$ cat src/rtl/grid_pkg.sv
// +--------------------------------------------------------------------+
// | grid_pkg: grid geometry, action codes and FSM states for the       |
// | grid-world transition/decode blocks.            Revision: 1.0      |
// +--------------------------------------------------------------------+
`default_nettype none

package grid_pkg;

  localparam int GRID_W   = 5;
  localparam int GRID_H   = 5;
  localparam int STATE_W  = 6;
  localparam int ACTION_W = 4;

  localparam logic [ACTION_W-1:0] ACT_RIGHT   = 4'b0000;
  localparam logic [ACTION_W-1:0] ACT_UP      = 4'b0001;
  localparam logic [ACTION_W-1:0] ACT_LEFT    = 4'b0010;
  localparam logic [ACTION_W-1:0] ACT_DOWN    = 4'b0011;
  localparam logic [ACTION_W-1:0] ACT_BLOCKED = 4'b0100;
  localparam logic [ACTION_W-1:0] ACT_ILLEGAL = 4'b1111;

  typedef enum logic [1:0] {
    ST_IDLE  = 2'd0,
    ST_TRACK = 2'd1,
    ST_DRAIN = 2'd2
  } fsm_state_e;

  // States are numbered from 1; zero and anything past the last cell are off-grid.
  function automatic logic state_in_range(input logic [STATE_W-1:0] s, input int n_states);
    return (s != '0) && (int'(s) <= n_states);
  endfunction

endpackage

`default_nettype wire

$ cat src/rtl/grid_move_classify.sv
// +--------------------------------------------------------------------+
// | grid_move_classify: maps a (prev, next) state pair to the single   |
// | action that explains it, or flags it illegal.   Revision: 1.0      |
// +--------------------------------------------------------------------+
`default_nettype none

module grid_move_classify
  import grid_pkg::*;
#(
  parameter int GRID_W = grid_pkg::GRID_W,
  parameter int GRID_H = grid_pkg::GRID_H
) (
  input  logic [STATE_W-1:0]  prev_state,
  input  logic [STATE_W-1:0]  next_state,
  output logic [ACTION_W-1:0] action,
  output logic                illegal
);

  localparam int N_STATES = GRID_W * GRID_H;

  int p;
  int n;
  int p_col;
  int p_row;

  always_comb begin
    p       = int'(prev_state);
    n       = int'(next_state);
    p_col   = (p - 1) % GRID_W;
    p_row   = (p - 1) / GRID_W;
    action  = ACT_ILLEGAL;
    illegal = 1'b1;
    if (state_in_range(prev_state, N_STATES) && state_in_range(next_state, N_STATES)) begin
      illegal = 1'b0;
      // Column/row guards reject moves that would wrap across a grid edge.
      if (n == p) begin
        action = ACT_BLOCKED;
      end else if ((n == p + 1) && (p_col < GRID_W - 1)) begin
        action = ACT_RIGHT;
      end else if ((n == p - 1) && (p_col > 0)) begin
        action = ACT_LEFT;
      end else if ((n == p - GRID_W) && (p_row > 0)) begin
        action = ACT_UP;
      end else if ((n == p + GRID_W) && (p_row < GRID_H - 1)) begin
        action = ACT_DOWN;
      end else begin
        action  = ACT_ILLEGAL;
        illegal = 1'b1;
      end
    end
  end

endmodule

`default_nettype wire

$ cat src/rtl/penentu_aksi.sv
// +--------------------------------------------------------------------+
// | penentu_aksi: recovers per-transition action codes from a stream   |
// | of observed grid states, one tuple per cycle.   Revision: 1.0      |
// +--------------------------------------------------------------------+
`default_nettype none

module penentu_aksi
  import grid_pkg::*;
#(
  parameter int GRID_W     = grid_pkg::GRID_W,
  parameter int GRID_H     = grid_pkg::GRID_H,
  parameter int GOAL_STATE = 25,
  parameter int MAX_STEPS  = 100
) (
  input  logic       clk,
  input  logic       rst_n,
  input  logic       start,
  input  logic [5:0] start_state,
  input  logic       in_valid,
  output logic       in_ready,
  input  logic [5:0] in_state,
  output logic       out_valid,
  input  logic       out_ready,
  output logic [5:0] out_prev_state,
  output logic [5:0] out_state,
  output logic [3:0] out_action,
  output logic       out_illegal,
  output logic       episode_done,
  output logic [7:0] step_count
);

  localparam int N_STATES = GRID_W * GRID_H;
  localparam logic [STATE_W-1:0] GOAL_C      = GOAL_STATE[STATE_W-1:0];
  localparam logic [7:0]         MAX_STEPS_C = MAX_STEPS[7:0];

  fsm_state_e           state_q, state_d;
  logic [STATE_W-1:0]   prev_q, prev_d;
  logic [STATE_W-1:0]   out_prev_q, out_prev_d;
  logic [STATE_W-1:0]   out_state_q, out_state_d;
  logic [ACTION_W-1:0]  out_action_q, out_action_d;
  logic                 out_valid_q, out_valid_d;
  logic                 out_illegal_q, out_illegal_d;
  logic                 done_q, done_d;
  logic [7:0]           step_q, step_d;

  logic [ACTION_W-1:0]  cls_action;
  logic                 cls_illegal;
  logic                 accept;
  logic                 out_fire;
  logic [7:0]           step_inc;

  grid_move_classify #(
    .GRID_W (GRID_W),
    .GRID_H (GRID_H)
  ) u_classify (
    .prev_state (prev_q),
    .next_state (in_state),
    .action     (cls_action),
    .illegal    (cls_illegal)
  );

  // The output register is 1-deep, so a new tuple may enter only as the old one leaves.
  assign in_ready = (state_q == ST_TRACK) && (!out_valid_q || out_ready);
  assign accept   = in_valid && in_ready;
  assign out_fire = out_valid_q && out_ready;
  assign step_inc = step_q + 8'd1;

  always_comb begin
    state_d       = state_q;
    prev_d        = prev_q;
    step_d        = step_q;
    out_valid_d   = out_valid_q;
    out_prev_d    = out_prev_q;
    out_state_d   = out_state_q;
    out_action_d  = out_action_q;
    out_illegal_d = out_illegal_q;
    done_d        = 1'b0;

    if (out_fire) begin
      out_valid_d = 1'b0;
    end

    case (state_q)
      ST_IDLE: begin
        if (start) begin
          prev_d  = start_state;
          step_d  = 8'd0;
          state_d = ST_TRACK;
        end
      end
      ST_TRACK: begin
        if (accept) begin
          out_valid_d   = 1'b1;
          out_prev_d    = prev_q;
          out_state_d   = in_state;
          out_action_d  = cls_action;
          out_illegal_d = cls_illegal;
          step_d        = step_inc;
          // An off-grid observation cannot serve as the origin of the next move.
          if (state_in_range(in_state, N_STATES)) begin
            prev_d = in_state;
          end
          if ((in_state == GOAL_C) || (step_inc == MAX_STEPS_C)) begin
            state_d = ST_DRAIN;
          end
        end
      end
      ST_DRAIN: begin
        if (out_fire) begin
          done_d  = 1'b1;
          state_d = ST_IDLE;
        end
      end
      default: begin
        state_d = ST_IDLE;
      end
    endcase
  end

  always_ff @(posedge clk or negedge rst_n) begin
    if (!rst_n) begin
      state_q       <= ST_IDLE;
      prev_q        <= '0;
      step_q        <= '0;
      out_valid_q   <= 1'b0;
      out_prev_q    <= '0;
      out_state_q   <= '0;
      out_action_q  <= ACT_RIGHT;
      out_illegal_q <= 1'b0;
      done_q        <= 1'b0;
    end else begin
      state_q       <= state_d;
      prev_q        <= prev_d;
      step_q        <= step_d;
      out_valid_q   <= out_valid_d;
      out_prev_q    <= out_prev_d;
      out_state_q   <= out_state_d;
      out_action_q  <= out_action_d;
      out_illegal_q <= out_illegal_d;
      done_q        <= done_d;
    end
  end

  assign out_valid      = out_valid_q;
  assign out_prev_state = out_prev_q;
  assign out_state      = out_state_q;
  assign out_action     = out_action_q;
  assign out_illegal    = out_illegal_q;
  assign episode_done   = done_q;
  assign step_count     = step_q;

endmodule

`default_nettype wire

$ cat config.mk
export PLATFORM = sky130hd
export DESIGN_NAME = penentu_aksi
export DESIGN_NICKNAME = d
export VERILOG_FILES = /design/src/rtl/grid_pkg.sv /design/src/rtl/grid_move_classify.sv /design/src/rtl/penentu_aksi.sv
export SDC_FILE = /design/constraint.sdc
export NUM_CORES = 1
export LEC_CHECK = 0
export ABC_CLOCK_PERIOD_IN_PS = 12800
export CAP_MARGIN = 20
export CORE_UTILIZATION = 60
export DETAILED_ROUTE_END_ITERATION = 6
export GPL_TIMING_DRIVEN = 0
export PLACE_DENSITY = 0.87
export SLEW_MARGIN = 20
export SYNTH_ARGS = -nofsm -noshare
export SYNTH_HDL_FRONTEND = slang
export SYNTH_HIERARCHICAL = 1
export SYNTH_SLANG_ARGS = --single-unit
$ cat constraint.sdc
create_clock -name clk -period 12.8 [get_ports clk]
set_clock_uncertainty 0.2 [all_clocks]
set_input_delay 1.28 -clock clk [delete_from_list [all_inputs] [get_ports clk]]
set_output_delay 1.28 -clock clk [all_outputs]
set_load 0.05 [all_outputs]
==> impl_metrics.sql <==
INSERT INTO impl_metrics (metric_group, metric, value, unit) VALUES
('drt', 'drt_drc_violations_left', '0', ''),
('yosys', 'synth_fp_nets', '424', ''),
('cells_and_area', 'final_layout_size_suffix_gt1_share', '13.3', '%'),
('critical_path', 'r2r_setup_slack', '5.84', 'ns'),
('yosys', 'post-synth-top-area-cell', 'sky130_fd_sc_hd__dfrtp_1', ''),
('sta', 'rsz0062_at_grt', 'no', ''),
('grt', 'track_usage', '32.2', '%'),
('critical_path', 'r2r-start', 'prev_q[1]$_DFFE_PN0P_', ''),
('cts', 'clock_tree.buffer_depth', '2', ''),
('power', 'cellLeakagePower', '1.60', 'nW'),
('drt', 'drtPass1Iterations', '5', ''),
('drt', 'drt_wl_total', '8440', 'µm'),
('grt', 'grt_antenna_before_repair', '0', ''),
('yosys', 'asyncSetResetFlopFracSynth', '100', '%'),
('cts', 'worstSkewPairLatency', '0.29', 'ns'),
('floorplan', 'floorplan.initialDensity', '62.6', '%'),
('sta', 'max_slew.worst_pin.slew', '0.736', 'ns'),
('grt', 'grt_pass1_vias', '3029', ''),
('place', 'dpl-instance-area', '0.00375', 'mm²'),
('cts', 'clkTransAtPathRegs', '0.07', 'ns'),
('cts', 'clock_tree_from_tritoncts', 'yes', ''),
('grt', 'pin_count_of_the_biggest_net_entering_global_routing', '25', ''),
('cts', 'clock-root-buffer', 'sky130_fd_sc_hd__clkbuf_8', ''),
('drt', 'dr.first_iter.drc_count', '310', ''),
('critical_path', 'critical_path.n_buffers_inverters', '4', ''),
('critical_path', 'worstPathRequired', '12.78', 'ns'),
('critical_path', 'crit_path_max_fanout', '10', ''),
('sta', 'totalNegativeSetupSlack', '0', 'ns'),
('critical_path', 'slowest_delay', '0.65', 'ns'),
('worst_hold_path', 'worst_hold_path_type', 'reg2reg', ''),
('yosys', 'synth_area', '0.00320', 'mm²'),
('power', 'peakVddDrop', '0.156', 'mV'),
('cts', 'cts_inserted_buffers', '5', ''),
('worst_hold_path', 'hold_path_end', 'out_illegal$_DFFE_PN0P_', ''),
('cells_and_area', 'sequential_cell_area', '876', 'µm²'),
('drt', 'detailroute.via_count', '3165', ''),
('sta', 'max_slew_margin', '50.9', '%'),
('worst_hold_path', 'timing.hold.worst.start', 'out_illegal$_DFFE_PN0P_', ''),
('drt', 'route.layer.met1.wl', '3730', 'µm'),
('cts', 'cts_repair_resize_count', '0', ''),
('yosys', 'netlist_top_cells_area', 'sky130_fd_sc_hd__dfrtp_1 (27%), sky130_fd_sc_hd__nand2_1 (9.5%), sky130_fd_sc_hd__mux2_2 (5.3%)', ''),
('cts', 'postCtsSetupRepairBufs', '0', ''),
('cells_and_area', 'layout-area-overhead-vs-synth', '20.0', '%'),
('drt', 'top_layer', 'met4', ''),
('critical_path', 'critPathKind', 'reg2reg', ''),
('critical_path', 'timing.critical_path.arrival', '6.94', 'ns'),
('drt', 'post_drt_via_cell_ratio', '6.07', ''),
('floorplan', 'std_cell_rows', '26', ''),
('cts', 'cts-htree-levels', '2', ''),
('yosys', 'yosys_register_bits', '35', ''),
('yosys', 'ys.warnings.count', '6', ''),
('yosys', 'synth.avg_cell_area', '8.02', 'µm²'),
('critical_path', 'kind_of_start_point_of_the_critical_path', 'flip-flop', ''),
('critical_path', 'r2r_end', 'out_action[2]$_DFFE_PN0P_', ''),
('critical_path', 'critPathSlowestCell', 'sky130_fd_sc_hd__or4_4', ''),
('floorplan', 'die_area', '0.00563', 'mm²'),
('cells_and_area', 'multiInputGateArea', '0.00209', 'mm²'),
('place', 'port_buffers', '44', ''),
('sta', 'period_share', '54.4', '%'),
('sta', 'min_period', '6.96', 'ns'),
('power', 'power_per_cell_area', '280', 'mW/mm²'),
('floorplan', 'ios', '45', ''),
('cells_and_area', 'nets', '476', ''),
('place', 'hpwlAfterDp', '6360', 'µm'),
('cells_and_area', 'top_library_cells_by_usage_in_the_layout_fill_and_taps_aside', 'sky130_fd_sc_hd__nand2_1 (81), sky130_fd_sc_hd__clkdlybuf4s50_1 (43), sky130_fd_sc_hd__dfrtp_1 (35)', ''),
('yosys', 'ys_seq_area_share', '27.4', '%'),
('yosys', 'synth_edf_count', '0', ''),
('cells_and_area', 'fillerInstances', '369', ''),
('floorplan', 'design.core.area', '0.00511', 'mm²'),
('outcome', 'status', 'finished, final reports clean', ''),
('yosys', 'netlist-cell-type-count', '74', '');
-- kinds of logic after synthesis --
kind of cell	count (synthesis)	share of synthesized area (%)
xor+xnor	24	6.57
buf+inv	38	7.16
fa+ha+maj	8	3.13
mux	16	5.59
compound gates	96	21.7
simple gates	182	28.4
flops	35	27.4
-- metrics by stage --
stage               utilization [%]  hold WS, ns  instances  setup WS [ns]  power (mW)
floorplan                         -        0.271        399           6.85       0.792
global placement               73.0        0.259        513           6.12       0.951
detailed placement             73.4        0.262        514           5.92       0.979
CTS                            75.1        0.280        521           5.89        1.06
global route                   75.1        0.306        521           5.59        1.16
finish                         75.1        0.273        521           5.84        1.07
-- worst register-to-register path, delay by kind of cell, from the launching register on --
family | cells | cell delay (ns)
AND/OR/NAND/NOR | 9 | 2.28
AO/OA/AOI/OAI | 7 | 1.88
buffers and inverters | 4 | 0.75
adder cells (fa/ha/maj) | 3 | 0.64
multiplexers | 1 | 0.50
flip-flops | 1 | 0.46
XOR/XNOR | 1 | 0.16
-- cell type report --
cell class,count,area share (%)
multi-input cells,326,54.6
flip-flops and latches,35,22.8
repair buffers,45,12.1
plain buffers,27,4.89
well taps,70,2.28
clock buffers,6,2.15
inverters,11,1.08
clock inverters,1,0.130
-- routing by layer --
layer  up-vias  global-route usage [%]
li1       1538                       -
met2       127                    52.3
met5         -                       0
met4         0                    14.7
met3        27                    6.02
met1      1473                    41.8
-- how the worst max path moves through the flow --
stage	startpoint	endpoint	slack, ns	cells past startpoint
after floorplan	prev_q[0]$_DFFE_PN0P_	out_action[2]$_DFFE_PN0P_	6.85	25
after global placement	prev_q[0]$_DFFE_PN0P_	out_action[2]$_DFFE_PN0P_	6.12	25
after detailed placement	prev_q[0]$_DFFE_PN0P_	out_action[2]$_DFFE_PN0P_	5.92	25
after CTS	prev_q[1]$_DFFE_PN0P_	out_action[2]$_DFFE_PN0P_	5.89	25
after global routing	prev_q[1]$_DFFE_PN0P_	out_action[2]$_DFFE_PN0P_	5.59	25
final	prev_q[1]$_DFFE_PN0P_	out_action[2]$_DFFE_PN0P_	5.84	25
-- state kept, by name, summed over array words and instances (netlist names) --
name / cells
episode_done: 1
out_action: 4
out_illegal: 1
out_prev_state: 6
out_state: 6
out_valid: 1
prev_q: 6
state_q: 2
step_count: 8
-- cells in the mapped netlist, types with 3 or more instances --
library cell	number
sky130_fd_sc_hd__nor3_1	12
sky130_fd_sc_hd__or4_1	3
sky130_fd_sc_hd__a21oi_1	14
sky130_fd_sc_hd__nand4_1	5
sky130_fd_sc_hd__xor2_1	8
sky130_fd_sc_hd__buf_2	3
sky130_fd_sc_hd__a31oi_1	4
sky130_fd_sc_hd__nor3b_1	3
sky130_fd_sc_hd__clkbuf_1	13
sky130_fd_sc_hd__nor2_1	18
sky130_fd_sc_hd__nor2b_1	8
sky130_fd_sc_hd__a211o_1	3
sky130_fd_sc_hd__ha_1	8
sky130_fd_sc_hd__dfrtp_1	35
sky130_fd_sc_hd__nand2_1	81
sky130_fd_sc_hd__nand2b_1	6
sky130_fd_sc_hd__inv_1	11
sky130_fd_sc_hd__or3_1	3
sky130_fd_sc_hd__o211ai_1	3
sky130_fd_sc_hd__a31o_2	3
sky130_fd_sc_hd__nand3_1	10
sky130_fd_sc_hd__o31ai_1	4
sky130_fd_sc_hd__mux2_2	15
sky130_fd_sc_hd__a21o_1	3
sky130_fd_sc_hd__o21ai_0	30
sky130_fd_sc_hd__clkbuf_8	6
sky130_fd_sc_hd__xnor2_1	16
sky130_fd_sc_hd__nor4_1	7
sky130_fd_sc_hd__a221oi_1	3
sky130_fd_sc_hd__and3_1	4
-- where the power goes --
group	internal (mW)	switching, mW	leakage [nW]	total (mW)
sequential	0.143	0.0376	0.429	0.180
combinational	0.329	0.484	1.12	0.812
clock	0.0422	0.0393	0.0470	0.0816
(Power assumes the default switching activity.)
